## src/rtl/sar_search3.sv

```systemverilog
// sar_search3: successive-approximation search of a hidden operand through an external comparator.
// Optional flag/step checking with err pulse is compiled in by defining SAR_ERR_CHECK_EN.
module sar_search3 #(
  parameter int W = 3
) (
  input  logic         clk,
  input  logic         rst_n,
  input  logic         start,
  input  logic         y0,
  input  logic         y1,
  input  logic         y2,
  output logic [W-1:0] guess,
  output logic [W-1:0] result,
  output logic         busy,
  output logic         done,
  output logic         err
);

  localparam logic [1:0]    S_IDLE   = 2'd0;
  localparam logic [1:0]    S_PROBE  = 2'd1;
  localparam logic [1:0]    S_FIN    = 2'd2;
  localparam int            SW       = $clog2(W + 2);
  localparam logic [W-1:0]  MAXV     = {W{1'b1}};
  localparam logic [SW-1:0] STEP_LIM = SW'(W + 1);

  logic [1:0]    state_q,  state_d;
  logic [W-1:0]  lo_q,     lo_d;
  logic [W-1:0]  hi_q,     hi_d;
  logic [W-1:0]  guess_q,  guess_d;
  logic [W-1:0]  result_q, result_d;
  logic [SW-1:0] step_q,   step_d;
  logic          fail_q,   fail_d;

  logic          hit, up, fail;
  logic [SW-1:0] step_inc;
  logic [W-1:0]  lo_up, hi_dn;
  logic [W:0]    sum_up, sum_dn;

  assign step_inc = (step_q == STEP_LIM) ? step_q : step_q + 1'b1;
  assign lo_up    = (guess_q == MAXV) ? MAXV : guess_q + 1'b1;
  assign hi_dn    = (guess_q == '0) ? '0 : guess_q - 1'b1;
  assign sum_up   = {1'b0, lo_up} + {1'b0, hi_q};
  assign sum_dn   = {1'b0, lo_q} + {1'b0, hi_dn};

`ifdef SAR_ERR_CHECK_EN
  logic onehot;
  assign onehot = ({y0, y1, y2} == 3'b100) || ({y0, y1, y2} == 3'b010) ||
                  ({y0, y1, y2} == 3'b001);
  assign hit    = onehot && y1;
  assign up     = onehot && y0;
  assign fail   = !onehot || (!y1 && (step_inc == STEP_LIM));
`else
  // y1 > y0 > y2; anything else (including all-zero) moves down.
  assign hit    = y1;
  assign up     = !y1 && y0;
  assign fail   = 1'b0;
`endif

  always_ff @(posedge clk or negedge rst_n) begin
    if (!rst_n) begin
      state_q  <= S_IDLE;
      lo_q     <= '0;
      hi_q     <= '0;
      guess_q  <= '0;
      result_q <= '0;
      step_q   <= '0;
      fail_q   <= 1'b0;
    end else begin
      state_q  <= state_d;
      lo_q     <= lo_d;
      hi_q     <= hi_d;
      guess_q  <= guess_d;
      result_q <= result_d;
      step_q   <= step_d;
      fail_q   <= fail_d;
    end
  end

  always_comb begin
    state_d  = state_q;
    lo_d     = lo_q;
    hi_d     = hi_q;
    guess_d  = guess_q;
    result_d = result_q;
    step_d   = step_q;
    fail_d   = fail_q;
    case (state_q)
      S_IDLE: begin
        if (start) begin
          state_d = S_PROBE;
          lo_d    = '0;
          hi_d    = MAXV;
          guess_d = MAXV >> 1;
          step_d  = '0;
          fail_d  = 1'b0;
        end
      end
      S_PROBE: begin
        step_d = step_inc;
        if (fail) begin
          state_d = S_FIN;
          fail_d  = 1'b1;
        end else if (hit) begin
          state_d  = S_FIN;
          result_d = guess_q;
        end else if (up) begin
          lo_d    = lo_up;
          guess_d = sum_up[W:1];
        end else begin
          hi_d    = hi_dn;
          guess_d = sum_dn[W:1];
        end
      end
      S_FIN:   state_d = S_IDLE;
      default: state_d = S_IDLE;
    endcase
  end

  always_comb begin
    guess  = guess_q;
    result = result_q;
    busy   = (state_q == S_PROBE);
    done   = (state_q == S_FIN) && !fail_q;
`ifdef SAR_ERR_CHECK_EN
    err    = (state_q == S_FIN) && fail_q;
`else
    err    = 1'b0;
`endif
  end

endmodule
```

## config.mk

```make
export PLATFORM = sky130hd
export DESIGN_NAME = sar_search3
export DESIGN_NICKNAME = d
export VERILOG_FILES = /design/src/rtl/sar_search3.sv
export SDC_FILE = /design/constraint.sdc
export NUM_CORES = 1
export LEC_CHECK = 0
export CAP_MARGIN = 40
export CORE_MARGIN = 4
export CORE_UTILIZATION = 30
export CTS_CLUSTER_DIAMETER = 40
export DETAILED_ROUTE_END_ITERATION = 6
export PLACE_DENSITY = 0.58
export SYNTH_ARGS = -nofsm -noshare
export SYNTH_HDL_FRONTEND = slang
export SYNTH_SLANG_ARGS = --single-unit
export TNS_END_PERCENT = 10
```

## constraint.sdc

```tcl
create_clock -name clk -period 3.6 [get_ports clk]
set_clock_uncertainty 0.1 [all_clocks]
set_input_delay 1.08 -clock clk [delete_from_list [all_inputs] [get_ports clk]]
set_output_delay 1.08 -clock clk [all_outputs]
set_load 0.005 [all_outputs]
```

Word-level counts from Yosys, hierarchy flattened
Cells that the tools add are included.

Input port bits: 6. Register bits: 14.

$add $sub $neg: 4. Reductions and logical operators: 10. Mux-type cells: 17. Equal/unequal tests: 8.

Operators with widths (number): two-way mux 3 bit (11); case mux 3 bit (2 select lines) (3); adder 3 x 3 -> 4 bit (2); inequality test 2 bit (second input constant) (4); AND reduction 4 bit (2); two-way mux 2 bit (2); case mux 2 bit (2 select lines) (1); AND reduction 2 bit (2); adder 3 x 1 -> 3 bit (second input constant) (1); == test 3 bit (second input constant) (1); zero test 3 bit (1); AND reduction 3 bit (1); subtractor 3 x 1 -> 3 bit (second input constant) (1); == test 2 x 1 -> 1 bit (second input constant) (1); == test 2 bit (second input constant) (1); zero test 2 bit (1); inequality test 2 x 1 -> 1 bit (second input constant) (1); nonzero test 2 bit (1); logical AND 1 bit (1); zero test 1 bit (1).

Logic depth before layout (Yosys ltp)
Depth after elaboration: 6. Mapped depth: 9. Mapped depth without buffers: 9.

Worst setup path before layout
Ideal clock, no wire load.

Path kind: reg-to-reg. Start point: register guess_q[0], in the netlist guess[0]. End point: register guess_q[1], in the netlist guess[1]. Buffers on the path: 0. Cell stages (with the launch flop): 10. Path slack: 1.583 ns. Data required time: 3.376 ns. Data arrival time: 1.793 ns. Clock period less this slack: 2.017 ns. Cell sequence: dfrtp_1 -> inv_1 -> ha_1 -> ha_1 -> nor2_1 -> nand2_1 -> fa_1 -> xnor2_1 -> o21ai_0 -> a21oi_1.

Word-level cells in the longest chain between the ends: 6. Elaborated cells between the ends (all ways): 11. Those cells by class: add/sub (4); eq/ne (1); mux (5); reduce/logical (1).

RTL lines: from (decl) (line 29) `logic [W-1:0] guess_q, guess_d;`; from (signal assigned) (line 72) `guess_q <= guess_d;`; subtractor 3 x 1 -> 3 bit (tied with other cells) (line 41) `assign hi_dn = (guess_q == '0) ? '0 : guess_q - 1'b1;`; two-way mux 3 bit (on tied branches) (line 41, 40); adder 3 x 3 -> 4 bit (on tied branches) (line 43, 42); two-way mux 3 bit (*) (line 106) `end else if (up) begin`; two-way mux 3 bit (*) (line 103) `end else if (hit) begin`; case mux 3 bit (2 select lines) (*) (line 87) `case (state_q)`.

Every way passes the cells marked *; elsewhere a longest branch is shown, timed or not. The select of a mux whose other input is x is not followed. A chain may end at the register's enable or synchronous reset.

Worst setup path after layout
Start point: register state_q[0]. End point: output busy.

Word-level cells in the longest chain between the ends: 1.

RTL lines: from (decl) (line 26) `logic [1:0] state_q, state_d;`; from (signal assigned) (line 69) `state_q <= state_d;`; == test 2 x 1 -> 1 bit (line 122) `busy = (state_q == S_PROBE);`; to (decl) (line 14) `output logic busy,`.

No other way between the ends.

==> results.yml <==
setup_path:
  cp.arrival_ns: 1.52
  required_ns: 2.42
  cp-startpoint: "state_q[0]$_DFFE_PN0P_"
  cp_max_fo: 10
  slowest_delay_ns: 0.53
  worstReg2RegStart: "guess[0]$_DFFE_PN0P_"
  slowest_stage: "dfrtp_1"
  start_kind: "flop"
  cp_cell_sequence: "and2b_1 > clkdlybuf4s50_1"
  critical_path_class: "reg2out"
  end_kind: "output port"
placement:
  gp_congestion: 0.877
  dp_hpwl_mm: 1.48
  pre_cts_slack_ns: 1.07
  port_buffers: 12
  dpl_cell_area_um2: 1020
timing:
  tns_ns: 0
  report.final.slew_viol_count: 0
  rsz0062_at_grt: "no"
  post-route-period-util_pct: 75.0
  worstMarginPinSlew_ns: 0.618
  setup_viol: 0
  slew-limit-headroom_pct: 58.7
  period_minus_slack_ns: 2.70
  setup_slack_ns: 0.900
  hold_viol: 0
  timing.fmax_ghz: 0.370
clock_tree:
  clkLatencyLatePin_ns: 0.28
  root_buffer: "clkbuf_4"
  cts_buffers: 3
  cts_htree_levels: 1
  clkTransAtPathRegs_ns: 0.08
  cts_setup_buffers: 0
  cts.repair.resized: 0
  clk_path_buf_depth: 2
  clkSinkCount: 14
  cts_tree: "yes"
  cts_hold_buf: 0
run_status:
  status: "finished, final reports clean"
synth:
  netlist-cell-type-count: 24
  syn_inst: 97
  yosys.area_share.simple_pct: 15.2
  synth-seq-cells: 14
  yosysWarnings: 0
  synth_top_family_by_area: "compound AO/OA/AOI/OAI gates"
  synth_compound_area_share_pct: 18.1
  synth-xor-area-share_pct: 1.99
  synth_fa_ha_area_share_pct: 15.9
  seq_area_frac_synth_pct: 39.8
  syn_avg_cell_area_um2: 9.07
  syn-num-nets: 113
  syn-cell-area_um2: 880
  synthMuxAreaShare_pct: 1.28
finish:
  syn2layout_area_growth_pct: 18.9
  fin_nets: 128
  utilization_pct: 37.6
  drive_above_1_share_pct: 5.45
  diodes: 0
  fillers: 291
  layout_commonest_cell: "dfrtp_1"
  final_cell_area_um2: 1050
  final_cell_mix: "14 x dfrtp_1, 13 x inv_1, 12 x clkdlybuf4s50_1"
drt:
  drt-vias-per-instance: 4.94
  wirelength_mm: 1.81
  avgRoutedWirePerCell_um: 12.8
  ant_nets: 0
  vias: 696
  post-route-drc-count: 0
  dr.pass1.iters: 4
  drtIter0Drc: 23
global_route:
  antenna_found_initial: 0
  grt_overflow: 0
  grtUsageTotal_pct: 10.3
  grt_pass1_wl_mm: 3.22
  grt_start_max_net_pins: 15
  grt_pass1_vias: 702
run:
  drv_cap: 0
power_and_ir_drop:
  peakVddDrop_v: 0.000350
  p_leak_nw: 0.478
  power.density_nw_per_um2: 779
die:
  row_count: 19
  die_height_um: 62.1
  core-area_um2: 2780
  dieWidth_um: 62.1
  start_util_pct: 31.6
  ios: 15
  dieArea_um2: 3860
worst_hold_path:
  hold_start: "result[1]$_DFFE_PN0P_"
  hp-class: "reg2reg"
-- metal layers --
metal  global-route usage, %  vias up  part of all wire [%]
li1                        -      351                     -
met4                    3.25        0                   1.2
met1                    12.3      329                    45
met3                    3.60        2                   4.7
met5                       0        -                     0
met2                    17.0       14                    49
-- through the flow --
step / instances / hold WS (ns) / total power [mW]
after floorplan: 97 / 0.373 / 0.577
final: 141 / 0.389 / 0.814
after CTS: 141 / 0.400 / 0.828
after detailed placement: 138 / 0.380 / 0.737
after global placement: 138 / 0.363 / 0.723
after global routing: 141 / 0.439 / 0.904
-- power by group --
group | internal, mW | switching [mW]
sequential | 0.215 | 0.0598
combinational | 0.232 | 0.223
clock | 0.0387 | 0.0469
-- worst max-delay path, delay by kind of cell (launching register included) --
| family | cells | cell delay (ns) |
|---|---|---|
| AND/OR/NAND/NOR | 1 | 0.21 |
| buffers and inverters | 1 | 0.50 |
| flip-flops | 1 | 0.53 |
-- flip-flops by register name, indices dropped and copies added, names as in the netlist --
signal / cells
state_q: 2
guess: 3
lo_q: 3
result: 3
hi_q: 3
-- Yosys cell counts --
master     count  area (um2)
inv_1         13        48.8
a2bb2oi_1      1        8.76
a21oi_1        8        40.0
o211a_1        1        10.0
xnor2_1        2        17.5
o21ai_0        4        20.0
nand2_1        9        33.8
dfrtp_1       14         350
nand2b_1       2        12.5
nor2_1        11        41.3
a21oi_2        1        8.76
a31oi_1        2        12.5
a21o_1         1        7.51
fa_1           2        40.0
o22ai_1        7        43.8
nor2b_1        2        12.5
ha_1           8         100
buf_4          2        15.0
a21boi_1       1        7.51
and2b_1        2        15.0
mux2_2         1        11.3
or3_4          1        11.3
nand3b_1       1        7.51
conb_1         1        3.75
-- cells by family (layout without fill, tap and decap cells) --
logic type,after synthesis,count (layout)
simple gates,28,28
compound gates,26,26
buf+inv,15,28
flops,14,14
fa+ha+maj,10,10
xor+xnor,2,2
other cells,1,1
mux,1,1
-- cell type report --
cell class,instances,area [um2],area share (%)
Clock buffer,3,22.5,2.15
Inverter,13,48.8,4.67
Multi-Input combinational cell,68,465,44.5
Sequential cell,14,350,33.5
Tap cell,31,38.8,3.71
Timing Repair Buffer,12,120,11.5
-- path summary, 6_finish.rpt --
check | cells after the start | end | slack [ns]
max | 2 | busy | 0.90
min | 2 | result[1]$_DFFE_PN0P_ | 0.39
max reg2reg | 9 | guess[1]$_DFFE_PN0P_ | 1.30
min reg2reg | 2 | result[1]$_DFFE_PN0P_ | 0.39
max in group asynchronous | 1 | lo_q[0]$_DFFE_PN0P_ | 1.91
min in group asynchronous | 1 | state_q[0]$_DFFE_PN0P_ | 1.09
Power figures use the tool's default switching activity.
